==> src/rtl/dmem_arbiter_pkg.sv <==
// Shared types and defaults for the data-memory arbiter.
// owner_t tags which port a load return belongs to.
package dmem_arb_pkg;

  typedef enum logic [1:0] {
    OWN_NONE = 2'd0,
    OWN_P0   = 2'd1,
    OWN_P1   = 2'd2
  } owner_t;

  localparam int unsigned STARVE_MAX_DEF = 8;
  localparam int unsigned STARVE_W       = 8;

endpackage

==> src/rtl/dmem_arbiter_starve_counter.sv <==
// Saturating up-counter with synchronous clear, used to bound how long
// the I/O loader can be denied before it is force-granted.
module starve_counter
  import dmem_arb_pkg::*;
#(
  parameter int unsigned MAX = STARVE_MAX_DEF
) (
  input  logic                clk,
  input  logic                rst,
  input  logic                inc,
  input  logic                clr,
  output logic [STARVE_W-1:0] cnt,
  output logic                at_max
);

  localparam logic [STARVE_W-1:0] MAX_V = STARVE_W'(MAX);

  always_ff @(posedge clk) begin
    if (!rst) begin
      cnt <= '0;
    end else if (clr) begin
      cnt <= '0;
    end else if (inc && (cnt != MAX_V)) begin
      cnt <= cnt + 1'b1;
    end
  end

  assign at_max = (cnt == MAX_V);

endmodule

==> src/rtl/dmem_arbiter.sv <==
// Two-port data-memory arbiter: pipeline (p0) has priority over the I/O loader (p1).
// Build option DMEM_ARB_FAIR_EN adds a starvation counter that force-grants p1.
//
// Return owner (registered, one entry per accepted access)
//   state    | meaning
//   OWN_NONE | no load issued last cycle (idle, store, or reset)
//   OWN_P0   | mem_rdata this cycle belongs to the pipeline
//   OWN_P1   | mem_rdata this cycle belongs to the I/O loader
module dmem_arbiter
  import dmem_arb_pkg::*;
#(
  parameter int unsigned STARVE_MAX = STARVE_MAX_DEF,
  parameter int unsigned ADDR_W     = 32
) (
  input  logic              clk,
  input  logic              rst,
  input  logic              p0_req,
  input  logic              p0_we,
  input  logic [ADDR_W-1:0] p0_addr,
  input  logic [31:0]       p0_wdata,
  output logic              p0_stall,
  output logic [31:0]       p0_rdata,
  input  logic              p1_req,
  input  logic              p1_we,
  input  logic [ADDR_W-1:0] p1_addr,
  input  logic [31:0]       p1_wdata,
  output logic              p1_gnt,
  output logic              p1_rvalid,
  output logic [31:0]       p1_rdata,
  output logic              mem_en,
  output logic              mem_we,
  output logic [ADDR_W-1:0] mem_addr,
  output logic [31:0]       mem_wdata,
  input  logic [31:0]       mem_rdata
);

  if (STARVE_MAX < 1 || STARVE_MAX > 255) begin : g_bad_starve_max
    $error("dmem_arbiter: STARVE_MAX must be within 1..255");
  end

  logic   force_p1;
  logic   p0_win;
  logic   p1_win;
  owner_t owner_q;
  owner_t owner_d;

`ifdef DMEM_ARB_FAIR_EN
  logic [STARVE_W-1:0] starve_cnt;
  logic                starve_at_max;

  starve_counter #(
    .MAX (STARVE_MAX)
  ) u_starve_counter (
    .clk    (clk),
    .rst    (rst),
    .inc    (p1_req & ~p1_gnt),
    .clr    (p1_gnt | ~p1_req),
    .cnt    (starve_cnt),
    .at_max (starve_at_max)
  );

  assign force_p1 = rst & p1_req & starve_at_max;
`else
  assign force_p1 = 1'b0;
`endif

  // Grants are forced low during reset so every output reads zero.
  assign p0_win = rst & p0_req & ~force_p1;
  assign p1_win = rst & p1_req & (~p0_req | force_p1);

  assign p0_stall = rst & p0_req & ~p0_win;
  assign p1_gnt   = p1_win;

  always_comb begin
    mem_en    = 1'b0;
    mem_we    = 1'b0;
    mem_addr  = '0;
    mem_wdata = '0;
    if (p0_win) begin
      mem_en    = 1'b1;
      mem_we    = p0_we;
      mem_addr  = p0_addr;
      mem_wdata = p0_wdata;
    end else if (p1_win) begin
      mem_en    = 1'b1;
      mem_we    = p1_we;
      mem_addr  = p1_addr;
      mem_wdata = p1_wdata;
    end
  end

  always_comb begin
    owner_d = OWN_NONE;
    if (p0_win && !p0_we) begin
      owner_d = OWN_P0;
    end else if (p1_win && !p1_we) begin
      owner_d = OWN_P1;
    end
  end

  always_ff @(posedge clk) begin
    if (!rst) begin
      owner_q <= OWN_NONE;
    end else begin
      owner_q <= owner_d;
    end
  end

  // Gating with rst drops a load that was in flight when reset arrived.
  assign p0_rdata  = (rst && owner_q == OWN_P0) ? mem_rdata : '0;
  assign p1_rvalid = rst && (owner_q == OWN_P1);
  assign p1_rdata  = p1_rvalid ? mem_rdata : '0;

endmodule

==> config.mk <==
export PLATFORM = sky130hd
export DESIGN_NAME = dmem_arbiter
export DESIGN_NICKNAME = d
export VERILOG_FILES = /design/src/rtl/dmem_arbiter_pkg.sv /design/src/rtl/dmem_arbiter_starve_counter.sv /design/src/rtl/dmem_arbiter.sv
export SDC_FILE = /design/constraint.sdc
export NUM_CORES = 1
export LEC_CHECK = 0
export ABC_AREA = 1
export CORE_AREA = 2 2 115 117
export DETAILED_ROUTE_END_ITERATION = 8
export DIE_AREA = 0 0 117 119
export GPL_TIMING_DRIVEN = 0
export PLACE_DENSITY_LB_ADDON = 0.12
export SETUP_SLACK_MARGIN = 0.4
export SYNTH_ARGS = -nofsm -noshare
export SYNTH_HDL_FRONTEND = slang
export SYNTH_SLANG_ARGS = --single-unit
==> constraint.sdc <==
create_clock -name clk -period 1.1 [get_ports clk]
set_clock_uncertainty 0.1 [all_clocks]
set_input_delay 0.22 -clock clk [delete_from_list [all_inputs] [get_ports clk]]
set_output_delay 0.22 -clock clk [all_outputs]
set_load 0.01 [all_outputs]
* Yosys cells after proc, flatten, opt, wreduce, memory -nomap -nowiden
Index checks and enable logic that the tools add are counted.
** Operators by class
- Eq/ne operators :: 2
- Muxes and demuxes :: 12
- Bitwise operators :: 5
- Reductions and logical operators :: 7
** Operators with widths (number)
- $mux 32 :: 6
- $mux 1 :: 5
- $logic_and 1x1->1 :: 4
- $and 1x1->1 :: 3
- $eq 2x1->1 const B :: 1
- $eq 2x2->1 const B :: 1
- $logic_not 1->1 :: 2
- $mux 2 :: 1
- $not 1->1 :: 2
- $reduce_or 2->1 :: 1
** Storage, ports and cells
- Bits in registers :: 2
- Input port bits :: 166
- Output and inout port bits :: 133

* Longest topological paths before layout
- Depth after elaboration :: 5
- Depth in mapped cells :: 7

* Worst setup path before layout
No wires, ideal clock.
- Path kind :: reg2out
- Start :: reg owner_q[0]
- End :: out p1_rdata[22]
- Arrival :: 860 ps
- Required time :: 780 ps
- Setup slack :: -80 ps
- Cell stages (with the launch flop) :: 4
- Cells stage by stage :: dfxtp_1 nand3b_1 buf_2 nor2_1
** On the way
- Word-level cells in the longest chain between the ends :: 3
** Ends and longest elaborated chain
- start: declaration :: RTL line dmem_arbiter.sv:44 : owner_t owner_q;
- start signal: assignment :: RTL line dmem_arbiter.sv:105 : owner_q <= owner_d;
- $eq 2x2->1 :: RTL line dmem_arbiter.sv:111 : assign p1_rvalid = rst && (owner_q == OWN_P1);
- $logic_and 1x1->1 :: RTL line dmem_arbiter.sv:111
- $mux 32 :: RTL line dmem_arbiter.sv:112 : assign p1_rdata = p1_rvalid ? mem_rdata : '0;
- end: declaration :: RTL line dmem_arbiter.sv:29 : output logic [31:0] p1_rdata,
Every way passes these cells.

* Worst setup path after layout
- Start :: reg owner_q[1]
- End :: out p0_rdata[22]
** On the way
- Word-level cells in the longest chain between the ends :: 3
** Ends and longest elaborated chain
- $eq 2x1->1 :: RTL line dmem_arbiter.sv:110 : assign p0_rdata = (rst && owner_q == OWN_P0) ? mem_rdata : '0;
- $logic_and 1x1->1 :: RTL line dmem_arbiter.sv:110
- $mux 32 :: RTL line dmem_arbiter.sv:110
- end: declaration :: RTL line dmem_arbiter.sv:22 : output logic [31:0] p0_rdata,
Every way passes these cells.

==> impl_metrics.yaml <==
status:
  status: "finished, violations left"
  violations: "setup timing"
global_routing:
  grt_usage_pct: 16.7
  grt_max_degree: 11
  grt_pass1_vias: 3535
  antenna_found_initial: 0
  overflow: 0
  grt_pass1_wl_um: 18500
final_layout:
  area_growth_pct: 345
  n_antenna_cell: 0
  fin_nets: 867
  regMostFlops: "owner_q"
  layout-drive-gt1-share_pct: 60.9
  final_area_um2: 6990
  largest_reg_flops: 2
  layout.area.seq_um2: 42.5
  multiInputGateArea_um2: 2120
  reg_top3: "owner_q (2)"
  fillers: 1194
detailed_routing:
  remaining_drc_errors: 0
  wl_um: 13100
  dr.first_iter.drc_count: 118
  vias: 3681
  dr.pass1.iters: 4
  vias_per_cell: 4.21
  antenna_left: 0
  avgRoutedWirePerCell_um: 15.0
power_and_ir_drop:
  p_clk_share_pct: 19.3
  p_per_area_nw_per_um2: 415
  cellInternalPower_mw: 1.91
  p_sw_share_pct: 34.3
  p_seq_share_pct: 2.7
  p_total_mw: 2.90
  switchingPower_mw: 0.995
  total_leakage_power_nw: 3.48
  ir_drop_mv: 0.531
  p_comb_share_pct: 78.0
timing:
  max_freq_mhz: 621
  slew_violations: 0
  setup_viol: 132
  hold_viol: 0
  fin_ws_ps: -510
  period_needed_ps: 1610
  period_share_pct: 146
  holdWs_ps: 208
  rsz0062_at_grt: "yes"
setup_path:
  cp_max_fo: 10
  critical_path_class: "register to primary output"
  end_kind: "primary output"
  cp.arrival_ps: 1290
  startpoint_type: "register"
  critPathLaunch: "owner_q[1]"
  crit_end: "p0_rdata[22]"
  cp.required_ps: 780
synth:
  netlist_area_um2: 1570
  synth-edff-count: 0
  synth_top_cell_by_area: "nand2_1"
  synthTopCellsByCount: "132 x nand2_1, 66 x nor2_1, 65 x nand4_1, 34 x inv_1, 22 x buf_2"
  synthesis.instances: 341
  async_reset_ff_share_pct: 0
  ys_types: 14
  seq_area_frac_synth_pct: 2.55
  ys_seq_elements: 2
  synth_top_area_share_pct: 31.6
  synth_fp_nets: 507
  ys.flop_type: "dfxtp_1"
  avgSynthCellArea_um2: 4.60
  yosysMostFrequentCell: "nand2_1"
  yosys-top-cells-area: "nand2_1 32%, nand4_1 26%, nor2_1 16%"
  yosys_warnings: 0
cts:
  clock_sinks: 2
  htreeDepth: 1
  cts_tree: "built"
  clock_path_buffers: 2
  numCtsBuffers: 3
  clockRootBuffer: "clkbuf_16"
  clkTransAtPathRegs_ps: 30
die:
  start_util_pct: 12.2
  fp-row-count: 42
  die_h_um: 119
  fp.dieArea_um2: 13900
  core_um2: 12900
  ioPinCount: 299
  die_x_um: 117
flow_run:
  maxCapViolCount: 0
worst_hold_path:
  hold_path_startpoint: "p0_req"
  whs_path_depth: 3
  hold_path_class: "input port to register"
place:
  place_ws_ps: -1340
  placed_area_um2: 5310
  io_buffers: 295
  dpl.hpwl_um: 9310
  place.gp.congestion: 0.778
-- how the worst min path moves through the flow --
stage                       to  slack [ps]
floorplan           owner_q[0]         190
global placement    owner_q[0]         410
detailed placement  owner_q[0]         410
CTS                 owner_q[1]         210
global route        owner_q[1]         220
finish              owner_q[1]         210
-- power groups by stage --
stage / logic [mW] / clock network [mW] / registers [mW]
3_5_place_dp: 1.67 / 0 / 0.0774
5_1_grt: 2.40 / 0.577 / 0.0778
2_1_floorplan: 0.616 / 0 / 0.0772
3_3_place_gp: 1.66 / 0 / 0.0773
4_1_cts: 2.07 / 0.572 / 0.0764
6_report: 2.26 / 0.561 / 0.0773
-- cell type report --
| cell class | instances | area share [%] |
|---|---|---|
| sequential | 2 | 0.608 |
| tap | 176 | 3.15 |
| timing repair buffer | 355 | 55.2 |
| multi-input combinational | 268 | 30.4 |
| clock buffer | 3 | 1.07 |
| inverter | 35 | 2.17 |
| buffer | 36 | 7.46 |
-- kinds of logic after synthesis --
family                 Yosys count  synth area share [%]
buffers and inverters           71                  22.3
other                            1                 0.239
DFF                              2                  2.55
and+or+nand+nor                267                  74.9
-- layer usage --
layer / wire length, um / GRT usage (%)
met2: 7390 / 32.6
met1: 4690 / 18.3
met5: 0 / 0
met3: 889 / 2.85
met4: 164 / 3.38
-- metrics by stage --
stage          std cells  setup TNS [ps]  util (%)
2_1_floorplan        341           -7130         -
5_1_grt              875          -51700      54.3
4_1_cts              863          -42010      47.8
3_5_place_dp         812         -124990      41.2
3_3_place_gp         812         -124840      41.2
6_report             875          -46670      54.3
-- repair_timing --
action / in CTS / in global routing
endpoints found under the hold margin: 0 / 0
setup buffers: 35 / 6
resized for setup: 761 / 133
setup endpoints to repair: 134 / 133
gates cloned: 13 / 6
pin swaps: 82 / 54
hold buffers: 0 / 0
-- worst max-delay path, stage by stage (launching register included) --
cell      delay (ps)
dfxtp_2          310
nand3b_1         210
buf_6            170
buf_12           140
nor2_1            90
buf_2            140
-- cells in the final DEF (no fill, tap or decap) --
cell type,count
buf_8,13
buf_12,21
buf_2,27
nor2_2,18
clkbuf_16,9
conb_1,1
nor2_4,38
inv_2,1
clkbuf_2,2
dlygate4sd2_1,27
inv_8,1
buf_4,13
nand2_8,2
inv_1,32
buf_16,8
clkdlybuf4s50_1,134
nand2_4,50
nand3b_1,2
clkbuf_8,1
dfxtp_2,2
dlymetal6s2s_1,1
nand4_1,65
clkinv_8,1
nor3_2,1
nor2_1,10
nand2_2,81
buf_6,137
clkbuf_1,1
Power figures use the tool's default switching activity.
